--- src/rtl/fp32_pkg.sv ---
// FP32 field widths, the canonical quiet NaN and the aligned-pair payload
// shared by the align stage and its output buffer.
package fp32_pkg;

  localparam int SIGN_W = 1;
  localparam int EXP_W  = 8;
  localparam int FRAC_W = 23;
  localparam int MANT_W = 27;

  localparam logic [31:0] FP32_QNAN = 32'h7FC0_0000;

  typedef struct packed {
    logic              special;
    logic [31:0]       result;
    logic [SIGN_W-1:0] sign;
    logic              eff_sub;
    logic [EXP_W-1:0]  exp;
    logic [MANT_W-1:0] m_large;
    logic [MANT_W-1:0] m_small;
  } fp_align_t;

endpackage

--- src/rtl/skid_buffer.sv ---
// Two-entry in-order buffer; ready depends only on registered occupancy so
// there is no combinational path from out_ready back to in_ready.
module skid_buffer #(
  parameter int W = 8
) (
  input  logic         clk,
  input  logic         rst_n,
  input  logic         in_valid,
  input  logic [W-1:0] in_data,
  output logic         in_ready,
  output logic         out_valid,
  input  logic         out_ready,
  output logic [W-1:0] out_data
);

  logic [W-1:0] slot0_q, slot0_d;
  logic [W-1:0] slot1_q, slot1_d;
  logic [1:0]   cnt_q, cnt_d;
  logic         push, pop;

  assign in_ready  = (cnt_q != 2'd2);
  assign out_valid = (cnt_q != 2'd0);
  assign out_data  = slot0_q;
  assign push      = in_valid && in_ready;
  assign pop       = out_valid && out_ready;

  // Pop first so a push in the same cycle lands behind the surviving entry.
  always_comb begin
    slot0_d = slot0_q;
    slot1_d = slot1_q;
    cnt_d   = cnt_q;
    if (pop) begin
      slot0_d = slot1_q;
      cnt_d   = cnt_q - 2'd1;
    end
    if (push) begin
      if (cnt_d == 2'd0) slot0_d = in_data;
      else               slot1_d = in_data;
      cnt_d = cnt_d + 2'd1;
    end
  end

  always_ff @(posedge clk or negedge rst_n) begin
    if (!rst_n) begin
      slot0_q <= '0;
      slot1_q <= '0;
      cnt_q   <= 2'd0;
    end else begin
      slot0_q <= slot0_d;
      slot1_q <= slot1_d;
      cnt_q   <= cnt_d;
    end
  end

endmodule

--- src/rtl/fp_add_align_stage.sv ---
// FP32 adder front end: joins the two operands, resolves special cases and
// aligns the smaller significand before handing the pair to the add stage.
module fp_add_align_stage
  import fp32_pkg::*;
(
  input  logic              clk,
  input  logic              rst_n,
  input  logic [31:0]       a,
  input  logic              a_valid,
  output logic              a_ready,
  input  logic [31:0]       b,
  input  logic              b_valid,
  output logic              b_ready,
  output logic              out_valid,
  input  logic              out_ready,
  output logic              out_special,
  output logic [31:0]       out_result,
  output logic              out_sign,
  output logic              out_eff_sub,
  output logic [EXP_W-1:0]  out_exp,
  output logic [MANT_W-1:0] out_m_large,
  output logic [MANT_W-1:0] out_m_small
);

  logic [EXP_W-1:0]  a_exp, b_exp, a_eexp, b_eexp, e_l, e_s, d;
  logic [FRAC_W-1:0] a_frac, b_frac;
  logic [MANT_W-1:0] a_m, b_m, m_l, m_s, m_sh, mask;
  logic              a_nan, b_nan, a_inf, b_inf, a_zero, b_zero, a_big;
  logic              buf_ready;
  fp_align_t         pay, buf_out;

  assign a_exp  = a[30:23];
  assign b_exp  = b[30:23];
  assign a_frac = a[22:0];
  assign b_frac = b[22:0];
  assign a_nan  = (a_exp == 8'hFF) && (a_frac != '0);
  assign b_nan  = (b_exp == 8'hFF) && (b_frac != '0);
  assign a_inf  = (a_exp == 8'hFF) && (a_frac == '0);
  assign b_inf  = (b_exp == 8'hFF) && (b_frac == '0);
  assign a_zero = (a[30:0] == '0);
  assign b_zero = (b[30:0] == '0);

  // Subnormals share the exponent of the smallest normal, without hidden bit.
  assign a_eexp = (a_exp == '0) ? 8'd1 : a_exp;
  assign b_eexp = (b_exp == '0) ? 8'd1 : b_exp;
  assign a_m    = {a_exp != '0, a_frac, 3'b000};
  assign b_m    = {b_exp != '0, b_frac, 3'b000};
  assign a_big  = (a[30:0] >= b[30:0]);

  always_comb begin
    pay  = '0;
    e_l  = a_big ? a_eexp : b_eexp;
    e_s  = a_big ? b_eexp : a_eexp;
    m_l  = a_big ? a_m : b_m;
    m_s  = a_big ? b_m : a_m;
    d    = e_l - e_s;
    mask = '0;
    m_sh = '0;
    if (d >= 8'd27) begin
      m_sh = (m_s != '0) ? 27'd1 : 27'd0;
    end else begin
      mask = (27'd1 << d[4:0]) - 27'd1;
      m_sh = (m_s >> d[4:0]) | {26'd0, |(m_s & mask)};
    end

    if (a_nan || b_nan) begin
      pay.special = 1'b1;
      pay.result  = FP32_QNAN;
    end else if (a_inf && b_inf) begin
      pay.special = 1'b1;
      pay.result  = (a[31] != b[31]) ? FP32_QNAN : a;
    end else if (a_inf || b_inf) begin
      pay.special = 1'b1;
      pay.result  = a_inf ? a : b;
    end else if (a_zero && b_zero) begin
      pay.special = 1'b1;
      pay.result  = {a[31] & b[31], 31'd0};
    end else if (a_zero || b_zero) begin
      pay.special = 1'b1;
      pay.result  = a_zero ? b : a;
    end else begin
      pay.sign    = a_big ? a[31] : b[31];
      pay.eff_sub = a[31] ^ b[31];
      pay.exp     = e_l;
      pay.m_large = m_l;
      pay.m_small = m_sh;
    end
  end

  // rst_n gating keeps both readies low throughout reset.
  assign a_ready = rst_n && b_valid && buf_ready;
  assign b_ready = rst_n && a_valid && buf_ready;

  skid_buffer #(.W($bits(fp_align_t))) u_skid (
    .clk       (clk),
    .rst_n     (rst_n),
    .in_valid  (a_valid && b_valid),
    .in_data   (pay),
    .in_ready  (buf_ready),
    .out_valid (out_valid),
    .out_ready (out_ready),
    .out_data  (buf_out)
  );

  assign out_special = buf_out.special;
  assign out_result  = buf_out.result;
  assign out_sign    = buf_out.sign;
  assign out_eff_sub = buf_out.eff_sub;
  assign out_exp     = buf_out.exp;
  assign out_m_large = buf_out.m_large;
  assign out_m_small = buf_out.m_small;

endmodule
--- config.mk ---
export PLATFORM = sky130hd
export DESIGN_NAME = fp_add_align_stage
export DESIGN_NICKNAME = d
export VERILOG_FILES = /design/src/rtl/fp32_pkg.sv /design/src/rtl/skid_buffer.sv /design/src/rtl/fp_add_align_stage.sv
export SDC_FILE = /design/constraint.sdc
export NUM_CORES = 1
export LEC_CHECK = 0
export ABC_AREA = 1
export CAP_MARGIN = 25
export CORE_MARGIN = 1
export CORE_UTILIZATION = 51
export DETAILED_ROUTE_END_ITERATION = 8
export GPL_TIMING_DRIVEN = 0
export PLACE_DENSITY_LB_ADDON = 0.05
export SYNTH_ARGS = -nofsm -noshare
export SYNTH_HDL_FRONTEND = slang
export SYNTH_SLANG_ARGS = --single-unit
--- constraint.sdc ---
create_clock -name clk -period 2.45 [get_ports clk]
set_clock_uncertainty 0.05 [all_clocks]
set_input_delay 0.49 -clock clk [delete_from_list [all_inputs] [get_ports clk]]
set_output_delay 0.49 -clock clk [all_outputs]
set_load 0.01 [all_outputs]
==> flow_metrics.py <==
metrics = {
    "finish": {
        "multi_input_area_um2": 7725,
        "final_util_pct": 70.73,
        "drive_above_1_share_pct": 21.87,
        "seqCellArea_um2": 4830,
        "final_area_um2": 17200,
        "n_antenna_cell": 0,
        "n_fill_cell": 2006,
        "nNetsFinal": 2199,
        "area_delta_synth_final_pct": 35.73,
        "fin_cells": 2423,
    },
    "worst_setup_path": {
        "cp-start-kind": "primary input",
        "crit_end": "u_skid.out_data[9]$_DFF_PN0_",
        "crit_fanout": 5,
        "cpMaxStageDelayCell": "ha_4",
        "cp.depth": 33,
        "required_ns": 2.76,
        "r2r_end": "u_skid.out_data[15]$_DFF_PN0_",
        "reg2reg_from": "u_skid.cnt_q[1]$_DFF_PN0_",
        "crit_arrival_ns": 4.50,
        "crit_buf_inv": 8,
        "critPathKind": "in -> reg",
        "path_delay_family": "simple AND/OR/NAND/NOR gates",
        "r2r_cells": 20,
        "endpoint_kind": "flip-flop",
        "crit_top_cell": "nand2_1",
        "r2r_setup_slack_ns": -0.21,
        "slowest_delay_ns": 0.27,
        "cp-startpoint": "b[5]",
    },
    "die": {
        "core_area_um2": 24320,
        "die_w_um": 159.6,
        "rows": 57,
        "start_util_pct": 52.11,
        "io_pins": 169,
        "dieArea_um2": 25480,
        "fp.dieH_um": 159.6,
    },
    "placement": {
        "gp_congestion": 1.012,
        "hpwl_mm": 36.17,
        "place_area_um2": 15170,
        "place_inst": 2325,
        "io_buffers": 168,
    },
    "global_routing": {
        "grt_pass1_wl_mm": 76.42,
        "grt_max_degree": 76,
        "grtUsageTotal_pct": 39.10,
        "grt.overflow.total": 0,
        "antenna_found_initial": 0,
        "grt_pass1_vias": 13398,
    },
    "power_and_ir_drop": {
        "vdd_drop_max_uv": 545.9,
        "powerDensity_nw_per_um2": 1006,
        "leakagePower_nw": 8.219,
        "finalPower_mw": 17.31,
    },
    "cts": {
        "path_clk_slew_ns": 0.09,
        "clock_latency_ns": 0.45,
        "cts_tree": "yes",
        "cts_max_path_buffers": 2,
        "clock_sinks": 193,
        "cts_buffers": 17,
        "root_buffer": "clkbuf_16",
        "htreeDepth": 4,
    },
    "yosys": {
        "synth_compound_area_share_pct": 16.42,
        "synth_fp_nets": 1945,
        "yosysSeqAreaShare_pct": 38.11,
        "synth_cell_types": 50,
        "syn_area_um2": 12670,
        "yosys.area_share.adder_pct": 4.403,
        "synth_top_family_by_area": "simple AND/OR/NAND/NOR gates",
        "synth-seq-cells": 193,
        "synth_xor_area_share_pct": 0.9774,
        "synthCells": 1832,
        "synth-simple-area-share_pct": 31.87,
        "synthMuxAreaShare_pct": 0.07898,
        "syn_avg_cell_area_um2": 6.918,
        "synth_warnings": 0,
    },
    "detailed_routing": {
        "wire_per_inst_um": 20.61,
        "routed_wl_mm": 49.93,
        "drt_iter0_drc": 1835,
        "route.met3.wl_mm": 5.540,
        "highest-signal-layer": "met4",
        "wl_met1_mm": 20.24,
        "vias": 14389,
        "first_pass_iters": 7,
        "drc": 0,
        "wl_met2_mm": 21.97,
        "antenna_left": 0,
        "avgViaCountPerCell": 5.939,
    },
    "min_path": {
        "hold_path_class": "in -> async",
    },
    "run": {
        "maxCapViolCount": 0,
    },
    "sta": {
        "period_share_pct": 171.1,
        "maxSlewViolCount": 0,
        "worst_pin_slew_ns": 0.7564,
        "layout_setup_ws_ns": -1.742,
        "final-setup-viol-count": 158,
        "hold_viol_final": 73,
        "min_period_ns": 4.192,
        "relSlewSlack_pct": 49.58,
        "whs_ns": -0.1383,
        "clock.fmax_mhz": 238.6,
        "rsz0062_at_grt": "yes",
    },
    "run_status": {
        "outcome": "complete, but fails checks",
        "failed_checks": "hold timing, setup timing",
    },
}
[stage by stage]
stage	setup TNS (ns)	setup WS (ns)
finish	-100.25	-1.742
global route	-125.57	-1.909
CTS	-89.89	-1.775
detailed placement	-385.51	-3.357
global placement	-1763.80	-7.132
floorplan	-92.85	-1.608
[synth_stat cells, drive strengths merged]
master	count	area share, %
o2111ai	9	0.62
o21ai	181	7.4
clkbuf	73	2.2
o311ai	1	0.069
nand4	23	1.2
mux2i	1	0.079
a21oi	136	5.5
clkinv	1	0.030
and2	9	0.46
inv	145	4.3
or2	1	0.049
nor3	9	0.39
xnor2	2	0.29
buf	34	1.7
nand3	139	5.7
nand3b	2	0.12
xor2	7	0.69
dfrtp	193	38
nor4	13	0.69
fa	1	0.16
a211oi	4	0.24
ha	43	4.2
nor2	117	3.8
a31oi	12	0.59
nand2	642	19
o211ai	25	1.5
o22ai	9	0.44
[placed cells by master, fill, tap and decap left out, types with 14 or more instances in the layout]
cell / count
nand2_1: 591
dfrtp_1: 193
nand3_1: 122
a21oi_1: 119
clkdlybuf4s50_1: 103
nor2_1: 97
inv_1: 94
o21ai_0: 90
buf_4: 84
o21ai_1: 66
nand2_2: 39
buf_2: 38
clkbuf_1: 35
ha_4: 32
o211ai_1: 24
inv_4: 22
inv_2: 22
clkbuf_16: 22
nand4_1: 22
o21ai_2: 21
buf_6: 20
a21oi_2: 16
nor2_4: 15
nand3_2: 14
[worst min-delay path by stage]
stage                                               from                             end  slack [ns]  cells after the start
after CTS                                          rst_n  u_skid.slot1_q[75]$_DFFE_PN0P_       -0.11                      1
after global routing                               rst_n   u_skid.out_data[76]$_DFF_PN0_       -0.12                      1
after global placement    u_skid.slot1_q[86]$_DFFE_PN0P_  u_skid.slot1_q[86]$_DFFE_PN0P_        0.41                      2
after detailed placement  u_skid.slot1_q[91]$_DFFE_PN0P_  u_skid.slot1_q[91]$_DFFE_PN0P_        0.42                      2
final                                              rst_n   u_skid.out_data[76]$_DFF_PN0_       -0.14                      1
after floorplan                                    rst_n       u_skid.cnt_q[0]$_DFF_PN0_        0.14                      0
[power breakdown]
part           internal, mW  leakage (nW)  total (mW)  switching [mW]
clock                  1.41         0.292        2.94            1.53
combinational          3.87          5.39        9.51            5.64
sequential             4.24          2.53        4.86           0.614
[registers in the layout, indices dropped and copies added, names as in the netlist]
| signal | cells |
|---|---|
| u_skid.cnt_q | 2 |
| u_skid.out_data | 97 |
| u_skid.slot1_q | 94 |
[cell families after synthesis]
| group | count (synthesis) |
|---|---|
| simple gates | 955 |
| compound gates | 377 |
| buf+inv | 253 |
| flops | 193 |
| fa+ha+maj | 44 |
| xor+xnor | 9 |
| mux | 1 |
[layout make-up]
cell class              count  share of cell area (%)
multi-input cells        1386                   44.91
well taps                 324                   2.357
clock buffers              17                   2.473
repair buffers            237                   12.98
inverters                 146                   3.775
clock inverters            15                   1.113
flip-flops and latches    193                   28.08
plain buffers             105                   4.313
[metal layers]
layer	vias up	global-route usage, %
li1	6565	-
met1	6788	54.79
met2	903	58.38
met3	133	8.208
met4	0	17.09
met5	-	0
[repair_timing]
item                       4_1_cts  5_1_grt
gates cloned                     3        0
hold endpoints to repair        73       73
setup buffers                   51       14
pin swaps                       59       44
setup endpoints to repair      193      191
resized for setup              528      119
Note: power is estimated with default switching activity, not from simulation.
